`config.mk`:
```
export PLATFORM = sky130hd
export DESIGN_NAME = fb_writer
export DESIGN_NICKNAME = d
export VERILOG_FILES = /design/src/rtl/fb_pkg.sv /design/src/rtl/fb_fifo.sv /design/src/rtl/fb_writer.sv
export SDC_FILE = /design/constraint.sdc
export NUM_CORES = 1
export LEC_CHECK = 0
export BUFFER_PORTS_ARGS = -buffer_cell sky130_fd_sc_hd__buf_4
export CORE_UTILIZATION = 50
export CTS_CLUSTER_SIZE = 30
export DETAILED_ROUTE_END_ITERATION = 16
export PLACE_DENSITY = 0.79
export RECOVER_POWER = 50
export SYNTH_ARGS = -nofsm -noshare
export SYNTH_HDL_FRONTEND = slang
export SYNTH_SLANG_ARGS = --single-unit
```
`constraint.sdc`:
```
create_clock -name clkSYS -period 7.95 [get_ports clkSYS]
set_clock_uncertainty 0.1 [all_clocks]
set_input_delay 0.3975 -clock clkSYS [delete_from_list [all_inputs] [get_ports clkSYS]]
set_output_delay 0.3975 -clock clkSYS [all_outputs]
set_load 0.03 [all_outputs]
```
`src/rtl/fb_pkg.sv`:
```
// Shared definitions for the framebuffer write stage.
// Holds the write-FSM state encoding and the RGB565 pixel field layout.
// Imported by fb_fifo and fb_writer.
package fb_pkg;

    typedef enum logic [1:0] {
        ST_IDLE = 2'd0,
        ST_REQ  = 2'd1,
        ST_DATA = 2'd2
    } fb_state_t;

    localparam int RGB_R_W = 5;
    localparam int RGB_G_W = 6;
    localparam int RGB_B_W = 5;
    localparam int RGB_W   = RGB_R_W + RGB_G_W + RGB_B_W;

    typedef struct packed {
        logic [RGB_R_W-1:0] r;
        logic [RGB_G_W-1:0] g;
        logic [RGB_B_W-1:0] b;
    } rgb565_t;

endpackage

```
`src/rtl/fb_fifo.sv`:
```
// Single-clock first-word-fall-through FIFO for framebuffer pixels.
// Latency: a pushed word is visible on head_data the cycle after the push (if the FIFO was empty).
// Backpressure: pushes while full and pops while empty are ignored; clr empties it synchronously.
// Ports: clkSYS/n_reset clock and async active-low reset; clr synchronous flush;
//        push/push_data write side; pop/head_data read side (head valid whenever level != 0);
//        level current occupancy.
module fb_fifo #(
    parameter int DN    = 16,
    parameter int DEPTH = 16
) (
    input  logic                     clkSYS,
    input  logic                     n_reset,
    input  logic                     clr,
    input  logic                     push,
    input  logic [DN-1:0]            push_data,
    input  logic                     pop,
    output logic [DN-1:0]            head_data,
    output logic [$clog2(DEPTH):0]   level
);
    import fb_pkg::*;

    localparam int AW = $clog2(DEPTH);
    localparam logic [AW:0] FULL_LVL = (AW+1)'(DEPTH);

    logic [DN-1:0] mem [DEPTH];
    logic [AW-1:0] wr_ptr;
    logic [AW-1:0] rd_ptr;
    logic          do_push;
    logic          do_pop;

    // A flush wins over any concurrent push or pop.
    assign do_push = push & (level != FULL_LVL) & ~clr;
    assign do_pop  = pop & (level != '0) & ~clr;

    // Head word comes straight from the storage array, so it follows rd_ptr
    // on the cycle after each pop.
    assign head_data = mem[rd_ptr];

    always_ff @(posedge clkSYS) begin
        if (do_push) begin
            mem[wr_ptr] <= push_data;
        end
    end

    always_ff @(posedge clkSYS or negedge n_reset) begin
        if (!n_reset) begin
            wr_ptr <= '0;
            rd_ptr <= '0;
            level  <= '0;
        end else if (clr) begin
            wr_ptr <= '0;
            rd_ptr <= '0;
            level  <= '0;
        end else begin
            if (do_push) begin
                wr_ptr <= wr_ptr + AW'(1);
            end
            if (do_pop) begin
                rd_ptr <= rd_ptr + AW'(1);
            end
            case ({do_push, do_pop})
                2'b10:   level <= level + (AW+1)'(1);
                2'b01:   level <= level - (AW+1)'(1);
                default: level <= level;
            endcase
        end
    end

endmodule

```
`src/rtl/fb_writer.sv`:
```
// Framebuffer write stage: packs PPU pixels into BURST-word write requests to the SDRAM arbiter.
// Latency: request rises 1 cycle after the BURST-th word lands; word 0 is on wr_data the cycle after req_ack.
// Backpressure: pix_ready drops when the FIFO is full or an SOF pixel waits for the residual flush.
// Ports: clkSYS/n_reset clock and async active-low reset;
//        pix_data/pix_valid/pix_sof/pix_ready pixel input with frame-start marker;
//        req_addr/request/req_ack write-slot handshake; wr_next/wr_data burst word stream;
//        level FIFO occupancy and drop sticky discarded-partial-burst flag (debug).
module fb_writer
    import fb_pkg::*;
#(
    parameter int          AN    = 24,
    parameter int          DN    = 16,
    parameter int          BURST = 8,
    parameter logic [AN-1:0] BASE = '0,
    parameter int          DEPTH = 16
) (
    input  logic                     clkSYS,
    input  logic                     n_reset,
    input  logic [DN-1:0]            pix_data,
    input  logic                     pix_valid,
    input  logic                     pix_sof,
    output logic                     pix_ready,
    output logic [AN-1:0]            req_addr,
    output logic                     request,
    input  logic                     req_ack,
    input  logic                     wr_next,
    output logic [DN-1:0]            wr_data,
    output logic [$clog2(DEPTH):0]   level,
    output logic                     drop
);
    localparam int LW = $clog2(DEPTH) + 1;
    localparam int CW = $clog2(BURST);
    localparam logic [LW-1:0] BURST_LVL = LW'(BURST);
    localparam logic [LW-1:0] DEPTH_LVL = LW'(DEPTH);
    localparam logic [CW-1:0] LAST_CNT  = CW'(BURST - 1);

    fb_state_t     state;
    logic [CW-1:0] pop_cnt;
    logic          sof_req;
    logic          sof_block;
    logic          flush;
    logic          fifo_clr;
    logic          push;
    logic          pop;
    logic          last_pop;

    assign sof_req   = pix_valid & pix_sof;
    // A new frame may only enter an idle, empty writer; otherwise it waits for
    // the in-flight burst to finish and any residual words to be flushed.
    assign sof_block = sof_req & ((state != ST_IDLE) | (level != '0));
    assign pix_ready = (level < DEPTH_LVL) & ~sof_block;
    assign push      = pix_valid & pix_ready;
    assign pop       = wr_next & (state == ST_DATA);
    assign last_pop  = pop & (pop_cnt == LAST_CNT);
    assign request   = (state == ST_REQ);

    // Full bursts already buffered are written out first; only a partial
    // tail is thrown away when a new frame starts.
    assign flush    = (state == ST_IDLE) & sof_req & (level < BURST_LVL);
    assign fifo_clr = flush & (level != '0);

    fb_fifo #(
        .DN    (DN),
        .DEPTH (DEPTH)
    ) u_fifo (
        .clkSYS    (clkSYS),
        .n_reset   (n_reset),
        .clr       (fifo_clr),
        .push      (push),
        .push_data (pix_data),
        .pop       (pop),
        .head_data (wr_data),
        .level     (level)
    );

    always_ff @(posedge clkSYS or negedge n_reset) begin
        if (!n_reset) begin
            state    <= ST_IDLE;
            req_addr <= BASE;
            pop_cnt  <= '0;
            drop     <= 1'b0;
        end else begin
            case (state)
                ST_IDLE: begin
                    if (flush) begin
                        req_addr <= BASE;
                        if (fifo_clr) begin
                            drop <= 1'b1;
                        end
                    end else if (level >= BURST_LVL) begin
                        state <= ST_REQ;
                    end
                end
                ST_REQ: begin
                    if (req_ack) begin
                        state   <= ST_DATA;
                        pop_cnt <= '0;
                    end
                end
                ST_DATA: begin
                    if (pop) begin
                        pop_cnt <= pop_cnt + CW'(1);
                        if (last_pop) begin
                            // Wraps silently at the top of the address space.
                            req_addr <= req_addr + AN'(BURST);
                            state    <= ST_IDLE;
                        end
                    end
                end
                default: state <= ST_IDLE;
            endcase
        end
    end

endmodule

```
==> Word-level counts from Yosys, hierarchy flattened <==
Memory sizes are Yosys's and may differ from the RTL's.
Cells that the tools add are included.
{ "totals": {"regBits": 43, "mem_bits_rw": 256, "inputBits": 22, "out_inout_bits": 48, "word_cells": 78, "n_memories": 1} }
{ "op_classes": {"addsub": 6, "magnitude_cmp": 3, "n_eq_ne": 12, "muxes": 21, "n_bitwise": 16, "n_reduce_logical": 12} }
{ "mem_list": {"columns": ["name", "depth", "word_bits", "read_ports", "rd_clocked_by_memory_dff", "wr", "line_no", "text"], "rows": [
  ["u_fifo.mem", 16, 16, 1, 0, 1, "fb_fifo.sv:25", "logic [DN-1:0] mem [DEPTH];"]
]} }
{ "op_table": {"columns": ["cell", "n"], "rows": [
  ["$mux 24", 3],
  ["$pmux 24 s2", 1],
  ["$add 24x4->24 const B", 1],
  ["$mux 4", 4],
  ["$and 1x1->1", 13],
  ["$mux 2", 5],
  ["$pmux 5 s2", 1],
  ["$reduce_bool 2->1", 5],
  ["$add 4x1->4 const B", 2],
  ["$ne 2x2->1 const B", 4],
  ["$mux 3", 2],
  ["$pmux 2 s3", 1],
  ["$pmux 3 s2", 1],
  ["$reduce_and 3->1", 2],
  ["$add 5x1->5 const B", 1],
  ["$ge 5x4->1 const B", 1],
  ["$lt 5x4->1 const B", 1],
  ["$lt 5x5->1 const B", 1],
  ["$mux 5", 1],
  ["$ne 5x5->1 const B", 1],
  ["$reduce_and 5->1", 1],
  ["$reduce_bool 5->1", 1],
  ["$sub 5x1->5 const B", 1],
  ["$eq 2x1->1 const B", 2],
  ["10 further kinds", 14]
]} }

==> Logic depth before layout (Yosys ltp) <==
{ "logic_depth": {"ltp_word": 11, "ltp_mapped": 11, "mapped_depth_nobuf": 9} }

==> Hierarchy <==
Synthesis repeated with hierarchy kept, for this count alone.
{ "unflattened": {"hier_cells": 741, "hier_area_um2": 12182.9} }
{ "by_module_without_submodules": {"columns": ["mod", "n_inst", "cells_each", "area_each_um2", "seq_area_each_um2"], "rows": [
  ["fb_fifo", 1, 591, 10725.3, 8012.7],
  ["fb_writer", 1, 150, 1457.6, 675.6]
]} }

==> Worst setup path before layout <==
No wires, ideal clock.
{ "synth_timing": {"path_type": "reg-to-reg", "from": "register u_fifo.level[1]", "to": "memory u_fifo.mem[14][0], enable pin", "setup_time_ps": 388, "arrival_time_ps": 2526, "t_required_ps": 7462, "setup_slack_ps": 4936, "stages_incl_launch_ff": 7, "path_buffers": 2, "period_less_slack_ps": 3014, "path_cell_list": "dfrtp_1 -> buf_6 -> or4_4 -> buf_6 -> o31ai_4 -> nand3_2 -> nor2_1"} }
{ "synth_between": {"elab_chain_len": 10, "word_cells_on_any_way": 16, "classes_between": "2 x order compare; 1 x eq/ne; 2 x mux; 10 x bitwise; 1 x reduce/logical"} }
{ "synth_lines": {"columns": ["item", "line_no", "text"], "rows": [
  ["start: declaration", "fb_fifo.sv:18", "output logic [$clog2(DEPTH):0] level"],
  ["start signal: assignment", "fb_fifo.sv:62", "2'b10: level <= level + (AW+1)'(1);"],
  ["start signal: assignment", "fb_fifo.sv:63", "2'b01: level <= level - (AW+1)'(1);"],
  ["start signal: assignment", "fb_fifo.sv:64", "default: level <= level;"],
  ["parallel branches: the longest is 7 deep, another holds $lt 5x5->1", null, null],
  ["$and 1x1->1 (*)", "fb_fifo.sv:32", "assign do_push = push & (level != FULL_LVL) & ~clr;"],
  ["$mux 1 (*)", "fb_fifo.sv:40", "if (do_push) begin"],
  ["$mux 1 (not written as such) (*)", "fb_fifo.sv:41", "mem[wr_ptr] <= push_data;"],
  ["end: declaration", "fb_fifo.sv:25", null]
]} }
Mark *: on every way between the ends.

==> Final worst setup path <==
{ "layout_timing": {"from": "register u_fifo.rd_ptr[3]", "to": "output wr_data[4]"} }
{ "layout_between": {"elab_chain_len": 1} }
{ "layout_lines": {"columns": ["item", "line_no", "text"], "rows": [
  ["start: declaration", "fb_fifo.sv:27", "logic [AW-1:0] rd_ptr;"],
  ["start signal: assignment", "fb_fifo.sv:59", "rd_ptr <= rd_ptr + AW'(1);"],
  ["$mem_v2 16x16", null, null],
  ["end: declaration", "fb_writer.sv:27", "output logic [DN-1:0] wr_data,"]
]} }
Every way passes these cells.

==> key figures <==
Setup path
  • Crit path DAT: 3640 ps
  • Critical Path, Cell by Cell: clkinv_1 > a221oi_1 > a22oi_1 > nand2_1 > buf_4
  • Critical path required time: 7450 ps
  • R2R Setup Slk: 4430 ps
  • WP buf/inv: 2
  • Critical-path maximum fanout: 17
  • Max incr delay on CP: 1010 ps
  • Crit-path slowest cell: dfrtp_1
  • CP Launch Type: register
  • Setup CP Type: reg2out
  • Worst Setup End Kind: output port
  • CP top delay family: buffers and inverters

Timing
  • Tcrit/Tclk final: 0.521
  • Rel. slew slack: -0.480
  • RSZ-0062 raised after global routing: false
  • Peak Freq: 241 MHz
  • Max-slew violations: 41
  • Final setup fails: 0
  • Min Tclk post-route: 4140 ps
  • Final Hold Viols: 0
  • Worst slew pin tran: 2220 ps
  • Setup TNS: 0 ps
  • WHS: 138 ps

GRT
  • Largest net degree at the start of global routing: 53
  • Met3 GRT Util: 0.0378
  • Vias in the first global route: 6790
  • Total Routing Usage GR: 0.216
  • First-pass GRT wire length: 39600 um
  • GR Layer Usage met2: 0.350
  • Busiest grt layer: met2
  • Initial antenna violation count: 3
  • Global route overflow: 0
  • Grt met1 use: 0.295

Power
  • Power share of the clock group: 0.287
  • Pwr Density: 344 nW/um2
  • VDD IR-drop max: 208 uV
  • Switch Pwr: 1590 uW
  • Reg power frac: 0.415
  • Leakage: 0.00475 uW
  • Logic pwr share: 0.298
  • P_int: 3160 uW
  • Switching share of total power: 0.334

Logic synthesis
  • Number of synthesized flops with an enable pin: 256
  • Post-synth ARST share: 0.135
  • Synth warn: 0
  • Post-synthesis cell type count: 60
  • Synth area leaders: edfxtp_1, dfrtp_1, mux4_2
  • Cell count after synthesis: 729
  • Mean Syn Cell Area: 16.7 um2
  • Area share of the largest cell type after synthesis: 0.630
  • Synth top cells by count: edfxtp_1, mux2i_1, nor2_1, dfrtp_1, nand2_1
  • Netlist Area Pre-Place: 12200 um2
  • Leading area contributor after synthesis: edfxtp_1
  • Post-synthesis sequential area ratio: 0.713
  • Seq cells post-synth: 296
  • Top-count cell post-synth: edfxtp_1
  • Most common flop cell mapped by yosys: edfxtp_1

Drt
  • Total Wirelength: 26200 um
  • Drt first-iter violations: 618
  • # DRC: 0
  • Drt wl/cell: 23.0 um
  • Initial DRT Pass Iterations: 5
  • Vias per inst: 5.91
  • Antenna-violating nets left: 0
  • Vias: 6735

Flow run
  • Max_cap viols: 1

Clock network
  • CTS Buffer Depth: 3
  • H-tree Lvls: 1
  • Clock Latency Late Sink: 540 ps
  • TritonCTS clock tree: yes
  • Clk root buf: clkbuf_16
  • Post_cts resized: 0
  • CTS Sinks: 296
  • Clock transition at path regs: 60 ps
  • TritonCTS Buffers: 29

Floorplanning
  • Die width: 158 um
  • Core area: 23700 um2
  • Site row count: 56
  • Die Span Y: 158 um
  • Starting Density: 0.515
  • # IOs: 70
  • Die ar.: 25000 um2

Status
  • Failing checks: max-capacitance violations, max-slew violations
  • Status: finished, violations left

Worst hold path
  • HP Class: in2reg

Layout
  • Layout cells sized above 1: 0.186
  • Area Growth Syn to Fin: 13.4%
  • Final nets: 828

Place
  • Port bufs: 66
  • Placer congestion estimate: 0.769
  • Detailed placement HPWL: 15100 um
-- sequential cells by signal, summed over array words and instances, names as in the netlist --
register	count
drop	1
pop_cnt	3
state	2
u_fifo.mem	256
u_fifo.rd_ptr	4
req_addr	21
u_fifo.wr_ptr	4
u_fifo.level	5
-- metal layers --
metal | vias up | wire (um)
met4 | 0 | 678
li1 | 3008 | -
met1 | 3427 | 10900
met5 | - | 0
met2 | 244 | 12900
met3 | 56 | 1760
-- cell type report --
cell class / instances / area [um2]
multi-input cells: 386 / 3310
well taps: 319 / 399
clock inverters: 21 / 213
repair buffers: 76 / 442
flip-flops and latches: 296 / 8690
inverters: 7 / 26.3
diodes: 2 / 5.00
fillers: 1798 / 9860
clock buffers: 32 / 737
-- final timing paths --
path                                                    from                           end  depth (start not counted)
worst max-delay path            u_fifo.rd_ptr[3]$_DFFE_PN0P_                    wr_data[4]                          5
worst min-delay path                                 req_ack          state[1]$_DFFE_PN0P_                          3
worst max register to register   u_fifo.level[1]$_DFFE_PN0P_   u_fifo.mem[2][12]$_DFFE_PP_                          5
worst min register to register              drop$_DFFE_PN0P_              drop$_DFFE_PN0P_                          1
max in group asynchronous                            n_reset  u_fifo.rd_ptr[0]$_DFFE_PN0P_                          2
min in group asynchronous                            n_reset        pop_cnt[2]$_DFFE_PN0P_                          2
-- cells by family after synthesis --
| family | Yosys count | share of synthesized area |
|---|---|---|
| compound gates | 99 | 0.0592 |
| xor+xnor | 23 | 0.0165 |
| buf+inv | 49 | 0.0188 |
| flops | 296 | 0.713 |
| mux | 102 | 0.117 |
| simple gates | 149 | 0.0653 |
| other cells | 1 | 0.000308 |
| fa+ha+maj | 10 | 0.0103 |
-- per-stage QoR --
step                      std cells  utilization  instance area [um2]  power [uW]  setup slack (ps)
after floorplan                 731            -                12200        2970              4940
after global placement         1083        0.549                13000        3400              4440
after detailed placement       1083        0.549                13000        3420              4460
after CTS                      1137        0.589                14000        4780              3880
after global routing           1137        0.584                13800        4960              3610
final                          1139        0.584                13800        4750              3810
-- cell usage in the layout (no fill, tap or decap), drive strengths merged, types with 4 or more instances in the layout --
cell and count:
nor2 51, nor4 4, o21ai 24, xor2 9, clkinv 14, inv 7, a21oi 7, nor3 5
mux4 32, nand2 41, edfxtp 256, bufinv 4, xnor2 14, ha 10, nand3 14, mux2i 68
a22oi 18, and3 4, nand4 5, dfrtp 40, clkbuf 67, a221oi 32, buf 40
-- tightest hold or removal path, delay by kind of cell --
kind	cells	cell delay, ps
compound gates	1	160
buf+inv	1	80
simple gates	1	110
-- power groups by stage --
stage               sequential [uW]  clock (uW)  combinational, uW
CTS                            1970        1380               1430
floorplan                      1910           0               1060
detailed placement             2000           0               1420
global placement               2000           0               1400
global route                   1990        1440               1530
finish                         1970        1370               1420
-- what timing repair did --
item                      4_1_cts  5_1_grt
setup buffers                   0        0
hold endpoints to repair       40        0
hold buffers                    1        0
No activity file was read; power rests on OpenSTA's default activity.
